==> src/rtl/mmio_pkg.sv <==
// mmio_pkg: register offsets, CTRL bit positions and default window base for mmio_port_unit
package mmio_pkg;
   localparam logic [31:0] DEFAULT_BASE = 32'h1001_0100;
   localparam logic [4:0] OFS_PORT_OUT = 5'h00;
   localparam logic [4:0] OFS_PORT_IN  = 5'h04;
   localparam logic [4:0] OFS_EDGE     = 5'h08;
   localparam logic [4:0] OFS_CTRL     = 5'h0C;
   localparam logic [4:0] OFS_CMP      = 5'h10;
   localparam logic [4:0] OFS_CNT      = 5'h14;
   localparam int CTRL_EN     = 0;
   localparam int CTRL_AUTO   = 1;
   localparam int CTRL_IRQEN  = 2;
   localparam int CTRL_STATUS = 3;
endpackage

==> src/rtl/port_in_sync.sv <==
// port_in_sync: multi-flop synchroniser for PortIn plus a prev flop for rising-edge detection
module port_in_sync #(
   parameter int IN_WIDTH    = 8,
   parameter int SYNC_STAGES = 2
) (
   input  logic                clk,
   input  logic                reset,
   input  logic [IN_WIDTH-1:0] port_in,
   output logic [IN_WIDTH-1:0] sync_value,
   output logic [IN_WIDTH-1:0] rise_pulse
);
   logic [SYNC_STAGES-1:0][IN_WIDTH-1:0] chain;
   logic [IN_WIDTH-1:0]                  prev;
   always_ff @(posedge clk or posedge reset) begin
      if (reset) begin
         chain <= '0;
         prev  <= '0;
      end else begin
         chain <= {chain[SYNC_STAGES-2:0], port_in};
         prev  <= chain[SYNC_STAGES-1];
      end
   end
   assign sync_value = chain[SYNC_STAGES-1];
   assign rise_pulse = sync_value & ~prev;
endmodule

==> src/rtl/mmio_port_unit.sv <==
// mmio_port_unit: memory-mapped PortOut/PortIn/edge-flag/timer registers behind the MIPS datapath
module mmio_port_unit
   import mmio_pkg::*;
#(
   parameter logic [31:0] BASE_ADDR   = DEFAULT_BASE,
   parameter int          IN_WIDTH    = 8,
   parameter int          SYNC_STAGES = 2
) (
   input  logic                clk,
   input  logic                reset,
   input  logic                MemWrite,
   input  logic                MemRead,
   input  logic [31:0]         Address,
   input  logic [31:0]         WriteData,
   output logic [31:0]         ReadData,
   output logic                Hit,
   input  logic [IN_WIDTH-1:0] PortIn,
   output logic [31:0]         PortOut,
   output logic                TimerIRQ
);
   logic [IN_WIDTH-1:0] sync_value, rise_pulse, edge_q;
   logic [31:0]         cmp_q, cnt_q, ctrl_val, reg_val;
   logic                en_q, auto_q, irqen_q, status_q;
   logic [4:0]          ofs;
   logic                wr, wr_port, wr_edge, wr_ctrl, wr_cmp, wr_cnt, match;

   port_in_sync #(.IN_WIDTH(IN_WIDTH), .SYNC_STAGES(SYNC_STAGES)) u_sync (
      .clk       (clk),
      .reset     (reset),
      .port_in   (PortIn),
      .sync_value(sync_value),
      .rise_pulse(rise_pulse)
   );

   assign ofs = Address[4:0];
   // word-aligned offsets 0x00..0x14 are exactly the six mapped registers
   assign Hit = (Address[31:5] == BASE_ADDR[31:5]) && (Address[1:0] == 2'b00) && (ofs <= OFS_CNT);

   always_comb begin
      ctrl_val              = '0;
      ctrl_val[CTRL_EN]     = en_q;
      ctrl_val[CTRL_AUTO]   = auto_q;
      ctrl_val[CTRL_IRQEN]  = irqen_q;
      ctrl_val[CTRL_STATUS] = status_q;
      reg_val = ofs == OFS_PORT_OUT ? PortOut :
                ofs == OFS_PORT_IN  ? 32'(sync_value) :
                ofs == OFS_EDGE     ? 32'(edge_q) :
                ofs == OFS_CTRL     ? ctrl_val :
                ofs == OFS_CMP      ? cmp_q : cnt_q;
   end

   assign ReadData = (MemRead && Hit) ? reg_val : '0;
   assign wr       = MemWrite && Hit;
   assign wr_port  = wr && ofs == OFS_PORT_OUT;
   assign wr_edge  = wr && ofs == OFS_EDGE;
   assign wr_ctrl  = wr && ofs == OFS_CTRL;
   assign wr_cmp   = wr && ofs == OFS_CMP;
   assign wr_cnt   = wr && ofs == OFS_CNT;
   assign match    = en_q && cnt_q == cmp_q;
   assign TimerIRQ = status_q && irqen_q;

   always_ff @(posedge clk or posedge reset) begin
      if (reset) begin
         PortOut  <= '0;
         edge_q   <= '0;
         cmp_q    <= '0;
         cnt_q    <= '0;
         en_q     <= 1'b0;
         auto_q   <= 1'b0;
         irqen_q  <= 1'b0;
         status_q <= 1'b0;
      end else begin
         if (wr_port) PortOut <= WriteData;
         if (wr_cmp) cmp_q <= WriteData;
         // a fresh rising edge beats a simultaneous W1C of the same bit
         edge_q   <= (edge_q & ~(wr_edge ? WriteData[IN_WIDTH-1:0] : '0)) | rise_pulse;
         cnt_q    <= wr_cnt ? WriteData : match ? '0 : en_q ? cnt_q + 32'd1 : cnt_q;
         en_q     <= wr_ctrl ? WriteData[CTRL_EN] : match ? auto_q : en_q;
         status_q <= match || (status_q && !(wr_ctrl && WriteData[CTRL_STATUS]));
         if (wr_ctrl) begin
            auto_q  <= WriteData[CTRL_AUTO];
            irqen_q <= WriteData[CTRL_IRQEN];
         end
      end
   end
endmodule

==> config.mk <==
export PLATFORM = sky130hd
export DESIGN_NAME = mmio_port_unit
export DESIGN_NICKNAME = d
export VERILOG_FILES = /design/src/rtl/mmio_pkg.sv /design/src/rtl/port_in_sync.sv /design/src/rtl/mmio_port_unit.sv
export SDC_FILE = /design/constraint.sdc
export NUM_CORES = 1
export LEC_CHECK = 0
export BUFFER_PORTS_ARGS = -buffer_cell sky130_fd_sc_hd__buf_2
export CORE_AREA = 2 2 156 196
export CTS_BUF_LIST = sky130_fd_sc_hd__clkbuf_4 sky130_fd_sc_hd__clkbuf_8 sky130_fd_sc_hd__clkbuf_16
export CTS_CLUSTER_SIZE = 20
export DETAILED_ROUTE_END_ITERATION = 8
export DIE_AREA = 0 0 158 198
export PLACE_DENSITY = 0.47
export SYNTH_ARGS = -nofsm -noshare
export SYNTH_HDL_FRONTEND = slang
export SYNTH_SLANG_ARGS = --single-unit
==> constraint.sdc <==
create_clock -name clk -period 5.77 [get_ports clk]
set_input_delay 0.8655 -clock clk [delete_from_list [all_inputs] [get_ports clk]]
set_output_delay 0.8655 -clock clk [all_outputs]
set_load 0.02 [all_outputs]
==> results.sh, run 1 <==
export IMPL_grt_max_degree=92
export IMPL_htree_num_levels=4
export IMPL_count_of_synthesis_stage_warnings_from_yosys=0
export IMPL_final_common_cell="sky130_fd_sc_hd__buf_2"
export IMPL_cpMostUsedCell="sky130_fd_sc_hd__buf_2"
export IMPL_post_cts_resize_count=0
export IMPL_cpLargestDelayFamily="simple AND/OR/NAND/NOR gates"
export IMPL_numCtsBuffers=17
export IMPL_grt_usage_pct=16.1
export IMPL_final_hold_worst_slack_ns=0.345
export IMPL_timing_clock_skew_ns=0.0142
export IMPL_report_final_setup_viol=0
export IMPL_grt_pass1_vias=6333
export IMPL_power_leakage_nw=4.11
export IMPL_final_design_area_no_fill_mm2=0.00887
export IMPL_worst_r2r_setup_slack_ns=2.94
export IMPL_post_synth_num_cell_types=57
export IMPL_power_total_mw=2.14
export IMPL_synth_area_mm2=0.00723
export IMPL_final_setup_tns_ns=0
export IMPL_chipWidth_um=158
export IMPL_reg2regPathDepth=6
export IMPL_min_delay_src="u_sync.chain[4]"
export IMPL_route_detailed_wl_per_inst_um=19.0
export IMPL_synth_seq_cells=132
export IMPL_vias=6258
export IMPL_critical_path_cell_count=8
export IMPL_hpwlAfterDp_um=17200
export IMPL_hold_viol=0
export IMPL_cts_hold_buffers=0
export IMPL_post_cts_setup_buffer_count=0
export IMPL_synth_fp_nets=844
export IMPL_synth_edff_count=0
export IMPL_critical_path_slowest_cell="sky130_fd_sc_hd__nand2_1"
export IMPL_cts_sinks=132
export IMPL_syn_to_final_growth_pct=22.7
export IMPL_drt_vias_per_instance=4.83
export IMPL_worstSetupEndpointType="output pin"
export IMPL_drt_first_iter_violations=373
export IMPL_drive_above_1_share_pct=23.2
export IMPL_layout_common_cells="sky130_fd_sc_hd__buf_2, sky130_fd_sc_hd__dfrtp_1, sky130_fd_sc_hd__nand2_1"
export IMPL_synth_async_reset_ratio_pct=100
export IMPL_antenna_found_initial=0
export IMPL_worst_setup_path_type="primary input to output pin"
export IMPL_slew_at_the_pin_with_the_worst_max_slew_slack_ns=0.930
export IMPL_holdPathEnd="u_sync.sync_value[4]"
export IMPL_regToRegEndpoint="cnt_q[21]"
export IMPL_max_vdd_ir_drop_mv=0.177
export IMPL_drc=0
export IMPL_initial_utilization_pct=24.4
export IMPL_n_antenna_cell=0
export IMPL_chipHeight_um=198
export IMPL_postLayoutCoreUtil_pct=29.9
export IMPL_cts_max_path_buffers=2
export IMPL_clk_latency_ns=0.44
export IMPL_post_dp_cell_area_mm2=0.00828
export IMPL_critPathRequiredTime_ns=4.90
export IMPL_wl_um=24600
export IMPL_worstPathBufferInverterCount=3
export IMPL_gpl_congestion=0.783
export IMPL_power_density_cell_area_mw_per_mm2=242
export IMPL_finalMaxSlewViolations=0
export IMPL_worstSetupStartpointType="primary input"
export IMPL_io_buffers=141
export IMPL_crit_path_max_incr_delay_ns=0.58
export IMPL_floorplan_die_area_mm2=0.0313
export IMPL_cp_data_arrival_time_ns=3.24
export IMPL_run_status="finished, final reports clean"
export IMPL_synth_seq_area_share_pct=45.7
export IMPL_clk_transition_reported_paths_ns=0.06
export IMPL_rows=71
export IMPL_finalWorstPathRequiredPeriod_ns=4.11
export IMPL_io_pin_count=142
export IMPL_whs_path_depth=0
export IMPL_rsz0062_at_grt="false"
export IMPL_cts_tree="done"
export IMPL_timing_fmax_mhz=243
export IMPL_cap_viol_max_count=0
export IMPL_fp_coreArea_mm2=0.0297
export IMPL_worst_path_max_fanout=18
export IMPL_dr_pass1_iters=5
export IMPL_finish_net_count=959
export IMPL_critical_path_cell_chain="buf_2, nor4b_1, nand4_1, nor2_1, nand2_1, buf_4, a311oi_1, buf_2"
export IMPL_slew_headroom_pct=37.9
export IMPL_cts_root_buf="sky130_fd_sc_hd__clkbuf_16"
export IMPL_antenna_left=0
export IMPL_synthFlopType="sky130_fd_sc_hd__dfrtp_1"
export IMPL_fin_crit_sh_pct=71.2
export IMPL_gate_count_after_technology_mapping=767
export IMPL_worstHoldPathType="register to register"
export IMPL_regToRegStartpoint="cnt_q[28]"
export IMPL_grt_first_pass_wirelength_um=37600
export IMPL_grt_ovfl_total=0
export IMPL_synthesis_area_per_instance_um2=9.42
[synthesized netlist by cell type (all sizes together) (2+ instances only)]
cell type	instances	area, um^2
o21ai	24	120
or4	4	33.8
nand2	117	439
o41ai	2	17.5
a22o	8	70.1
nor2	63	239
and2	4	25.0
o211ai	4	30.0
and3	7	48.8
mux2	70	788
inv	13	48.8
dfrtp	132	3300
xor2	9	78.8
o22a	2	17.5
a21o	3	22.5
nand3	29	150
a221oi	3	26.3
o31ai	4	30.0
nor3b	2	15.0
or3	8	50.1
a211oi	4	30.0
nor2b	4	25.0
nor4b	3	26.3
mux2i	5	50.1
and4	2	17.5
a32oi	5	43.8
nand4	26	163
a31oi	7	43.8
a32o	2	20.0
a311oi	8	70.1
nor4	12	111
a31o	7	61.3
a21oi	69	345
nor3	12	65.1
buf	23	149
clkbuf	33	124
xnor2	30	263
[flip-flops by register name, summed over array words and instances, names as in the netlist, 8 cells and up]
signal / cells
PortOut: 32
cmp_q: 32
cnt_q: 32
edge_q: 8
u_sync.chain: 8
u_sync.prev: 8
u_sync.sync_value: 8
[through the flow]
stage | cells | worst slack (ns)
CTS | 1296 | 1.64
global placement | 1264 | 1.70
floorplan | 767 | 1.38
global route | 1296 | 1.42
detailed placement | 1264 | 1.64
finish | 1296 | 1.66
[kinds of logic (layout without fill, tap and decap cells)]
family          after synthesis  count (layout)  share of synthesized area (%)
xor+xnor                     39              39                           4.73
buf+inv                      69             197                           4.45
flops                       132             132                           45.7
compound gates              154             154                           13.3
mux                          75              75                           11.6
fa+ha+maj                     1               1                          0.173
simple gates                297             297                           20.0
[layer usage]
layer	GRT usage, %	up-vias	wire length, um
met5	0	-	0
met4	5.04	0	519
met3	2.76	31	1010
met2	28.0	166	12300
met1	20.2	3095	10700
li1	-	2966	-
[area by class of cell]
| class | instances | area, um^2 |
|---|---|---|
| multi-input cells | 566 | 3630 |
| fillers | 3278 | 20800 |
| clock inverters | 14 | 155 |
| inverters | 13 | 53.8 |
| well taps | 401 | 502 |
| flip-flops and latches | 132 | 3300 |
| repair buffers | 152 | 788 |
| clock buffers | 18 | 433 |
[report_power, final]
part | switching (mW) | internal [mW] | leakage, nW
logic | 0.0625 | 0.0292 | 2.19
registers | 0.00413 | 0.934 | 1.64
clock network | 0.469 | 0.646 | 0.285
total | 0.536 | 1.61 | 4.11
[worst max path at each step]
stage                           start           to  slack (ns)
after floorplan                 reset   PortOut[0]        1.38
after global placement    Address[10]  ReadData[0]        1.70
after detailed placement  Address[10]  ReadData[1]        1.64
after CTS                 Address[10]  ReadData[1]        1.64
after global routing       Address[3]  ReadData[1]        1.42
final                     Address[10]  ReadData[1]        1.66
[worst reg2reg max path, cell delays in order (launching register included)]
cell and delay (ns):
sky130_fd_sc_hd__dfrtp_1 0.47, sky130_fd_sc_hd__xnor2_1 0.33, sky130_fd_sc_hd__nand2_1 0.11, sky130_fd_sc_hd__nor4_1 0.58, sky130_fd_sc_hd__nand3_2 0.60, sky130_fd_sc_hd__a32o_1 0.46, sky130_fd_sc_hd__a31o_1 0.18
Power figures use the tool's default switching activity.
==> run 2, diff against run 1 <==
- ABC_AREA: not set -> 1
- CORE_AREA: 2 2 156 196 -> 2 2 168 211
- DIE_AREA: 0 0 158 198 -> 0 0 170 213
- PLACE_DENSITY: 0.47 -> 0.48
- clock period: 5.77 -> 3.5 ns (I/O delays scaled with it)
==> run 2 against run 1 <==
  * Synthesized area grew 17%
  * Sequential power increased by 64%
  * Cell count is 41% higher
  * Die area up 16%
  * Sequential share of layout area decreased by 4.8 points
  * Critical path depth up 2
  * Clock-buffer cell count unchanged
  * Hold slack worse by 0.28 ns
  * Final area rose by 15%
  * Critical endpoint is now ReadData[20]
==> results.sh, run 2 <==
export IMPL_switchingPower_mw=0.879
export IMPL_post_cts_setup_buffer_count=0
export IMPL_power_leakage_nw=5.30
export IMPL_wl_um=30500
export IMPL_finalMaxSlewViolations=0
export IMPL_cp_data_arrival_time_ns=2.18
export IMPL_chipHeight_um=213
export IMPL_critical_path_cell_chain="buf_2, nor2_4, nand2_1, nor2_1, nand2_2, nor3b_4, buf_4, inv_2, a21oi_1, buf_2"
export IMPL_regToRegStartpoint="cnt_q[0]"
export IMPL_fraction_of_power_consumed_by_the_clock_network_pct=53.6
export IMPL_report_final_setup_viol=0
export IMPL_gpl_congestion=0.944
export IMPL_drive_above_1_share_pct=15.5
export IMPL_timing_clock_skew_ns=0.0142
export IMPL_cpMostUsedCell="sky130_fd_sc_hd__buf_2"
export IMPL_htree_num_levels=4
export IMPL_post_cts_resize_count=0
export IMPL_slew_at_the_pin_with_the_worst_max_slew_slack_ns=0.768
export IMPL_reg_largest_list="PortOut (32), cmp_q (32), cnt_q (32)"
export IMPL_vias=8353
export IMPL_grt_pass1_vias=8181
export IMPL_final_cells=1827
export IMPL_hpwlAfterDp_um=23400
export IMPL_drt_first_iter_violations=538
export IMPL_power_density_cell_area_mw_per_mm2=363
export IMPL_worst_setup_path_type="primary input to output pin"
export IMPL_clk_latency_ns=0.44
export IMPL_numCtsBuffers=17
export IMPL_met3RoutedLength_um=805
export IMPL_rows=76
export IMPL_reg2regPathDepth=11
export IMPL_p_seq_share_pct=41.8
export IMPL_wl_met2_um=15700
export IMPL_finalWorstPathRequiredPeriod_ns=2.70
export IMPL_final_common_cell="sky130_fd_sc_hd__nand2_1"
export IMPL_timing_fmax_mhz=370
export IMPL_syn_to_final_growth_pct=20.7
export IMPL_fin_crit_sh_pct=77.2
export IMPL_synth_edff_count=0
export IMPL_finish_net_count=1461
export IMPL_antenna_left=0
export IMPL_synth_area_mm2=0.00843
export IMPL_rsz0062_at_grt="false"
export IMPL_cts_tree="done"
export IMPL_netlist_area_leader_share_pct=39.2
export IMPL_placed_cells=1794
export IMPL_comb_power_share_pct=4.6
export IMPL_run_status="finished, final reports clean"
export IMPL_final_setup_tns_ns=0
export IMPL_swShare_pct=23.8
export IMPL_cap_viol_max_count=0
export IMPL_synth_most_common_cell="sky130_fd_sc_hd__nand2_1"
export IMPL_initial_utilization_pct=24.6
export IMPL_drt_vias_per_instance=4.57
export IMPL_critical_path_slowest_cell="sky130_fd_sc_hd__inv_2"
export IMPL_worstSetupEndpointType="output pin"
export IMPL_count_of_synthesis_stage_warnings_from_yosys=0
export IMPL_slew_headroom_pct=48.4
export IMPL_synth_seq_cells=132
export IMPL_cts_sinks=132
export IMPL_setup_ws_post_layout_ns=0.798
export IMPL_cts_root_buf="sky130_fd_sc_hd__clkbuf_16"
export IMPL_grt_first_pass_wirelength_um=47200
export IMPL_cts_hold_buffers=0
export IMPL_drt_met1_wl_um=13000
export IMPL_pre_cts_ws_ns=0.758
export IMPL_worstSetupStartpointType="primary input"
export IMPL_post_synth_most_frequent_cells="sky130_fd_sc_hd__nand2_1, sky130_fd_sc_hd__inv_1, sky130_fd_sc_hd__dfrtp_1, sky130_fd_sc_hd__nor2_1, sky130_fd_sc_hd__nand3_1"
export IMPL_worst_r2r_setup_slack_ns=0.97
export IMPL_post_synth_num_cell_types=35
export IMPL_synthesis_area_per_instance_um2=6.69
export IMPL_dr_pass1_iters=8
export IMPL_clk_transition_reported_paths_ns=0.06
export IMPL_antenna_found_initial=1
export IMPL_max_vdd_ir_drop_mv=0.243
export IMPL_layout_common_cells="sky130_fd_sc_hd__nand2_1, sky130_fd_sc_hd__inv_1, sky130_fd_sc_hd__buf_2"
export IMPL_worst_path_max_fanout=24
export IMPL_io_pin_count=142
export IMPL_grt_max_degree=119
export IMPL_chipWidth_um=170
export IMPL_crit_path_max_incr_delay_ns=0.26
export IMPL_dr_max_layer_used="met4"
export IMPL_io_buffers=141
export IMPL_synth_seq_area_share_pct=39.2
export IMPL_hold_viol=0
export IMPL_synth_fp_nets=1337
export IMPL_critPathRequiredTime_ns=2.97
export IMPL_gate_count_after_technology_mapping=1260
export IMPL_drc=0
export IMPL_floorplan_die_area_mm2=0.0362
export IMPL_route_detailed_wl_per_inst_um=16.7
export IMPL_fp_coreArea_mm2=0.0342
export IMPL_regToRegEndpoint="cnt_q[26]"
export IMPL_internal_power_mw=2.81
export IMPL_synth_async_reset_ratio_pct=100
export IMPL_grt_usage_pct=17.3
export IMPL_postLayoutCoreUtil_pct=29.7
export IMPL_synth_top_cell_by_area="sky130_fd_sc_hd__dfrtp_1"
export IMPL_grt_ovfl_total=0
export IMPL_worstHoldPathType="primary input to asynchronous set/reset pin"
export IMPL_synth_area_top_cells="sky130_fd_sc_hd__dfrtp_1, sky130_fd_sc_hd__nand2_1, sky130_fd_sc_hd__inv_1"
export IMPL_synthFlopType="sky130_fd_sc_hd__dfrtp_1"
export IMPL_cts_max_path_buffers=2
run 2: cell count changes after synthesis, sizes merged, moves of 42 or more:
cell	before	now
nor2	63	139
nand3	29	71
nand2	117	413
o21ai	24	110
inv	13	180
mux2	70	0
run 2: worst max-delay path by stage:
stage | start | endpoint | slack, ns | cells after the start
global placement | Address[1] | ReadData[16] | 0.83 | 10
detailed placement | Address[1] | ReadData[20] | 0.76 | 10
CTS | Address[1] | ReadData[20] | 0.76 | 10
global route | Address[1] | ReadData[19] | 0.60 | 10
finish | Address[1] | ReadData[20] | 0.80 | 10
floorplan | Address[3] | ReadData[24] | 1.14 | 6
run 2: logic make-up (layout without fill, tap and decap cells):
logic type | count (synthesis) | count (layout) | synth area share [%]
AO/OA/AOI/OAI | 174 | 174 | 11.6
XOR/XNOR | 24 | 24 | 2.49
adder cells (fa/ha/maj) | 1 | 1 | 0.148
buffers and inverters | 235 | 372 | 11.7
flip-flops | 132 | 132 | 39.2
other | 0 | 1 | 0
AND/OR/NAND/NOR | 694 | 694 | 34.9
run 2: area by class of cell:
cell class                 instances  area, um^2
multi-input combinational        893        4150
sequential                       132        3300
inverter                         182         689
tap                              429         537
timing repair buffer             158         846
clock inverter                    14         201
clock buffer                      18         439
antenna                            1        2.50
fill                            3854       24100
run 2: critical path: cells and delay by family:
| kind | cells | cell delay, ns |
|---|---|---|
| compound gates | 1 | 0.22 |
| buf+inv | 4 | 0.76 |
| simple gates | 5 | 0.66 |
run 2: stage by stage:
stage	total power [mW]	cell area, um^2	hold slack, ns
after floorplan	1.65	8430	0.331
after global placement	1.74	9520	0.331
after detailed placement	1.75	9520	0.336
after CTS	3.76	10200	0.0629
after global routing	3.84	10200	0.0761
final	3.69	10200	0.0669
run 2: metal layers:
layer	up-vias	track usage [%]
li1	4226	-
met1	3907	20.8
met2	180	31.0
met3	40	2.11
met4	0	7.54
met5	-	0
run 2: power by group through the flow:
stage                     clock network, mW  registers (mW)  logic, mW
after CTS                              2.04            1.54      0.174
after detailed placement                  0            1.57      0.173
after global routing                   2.10            1.55      0.191
final                                  1.98            1.54      0.169
after floorplan                           0            1.57     0.0788
after global placement                    0            1.57      0.171
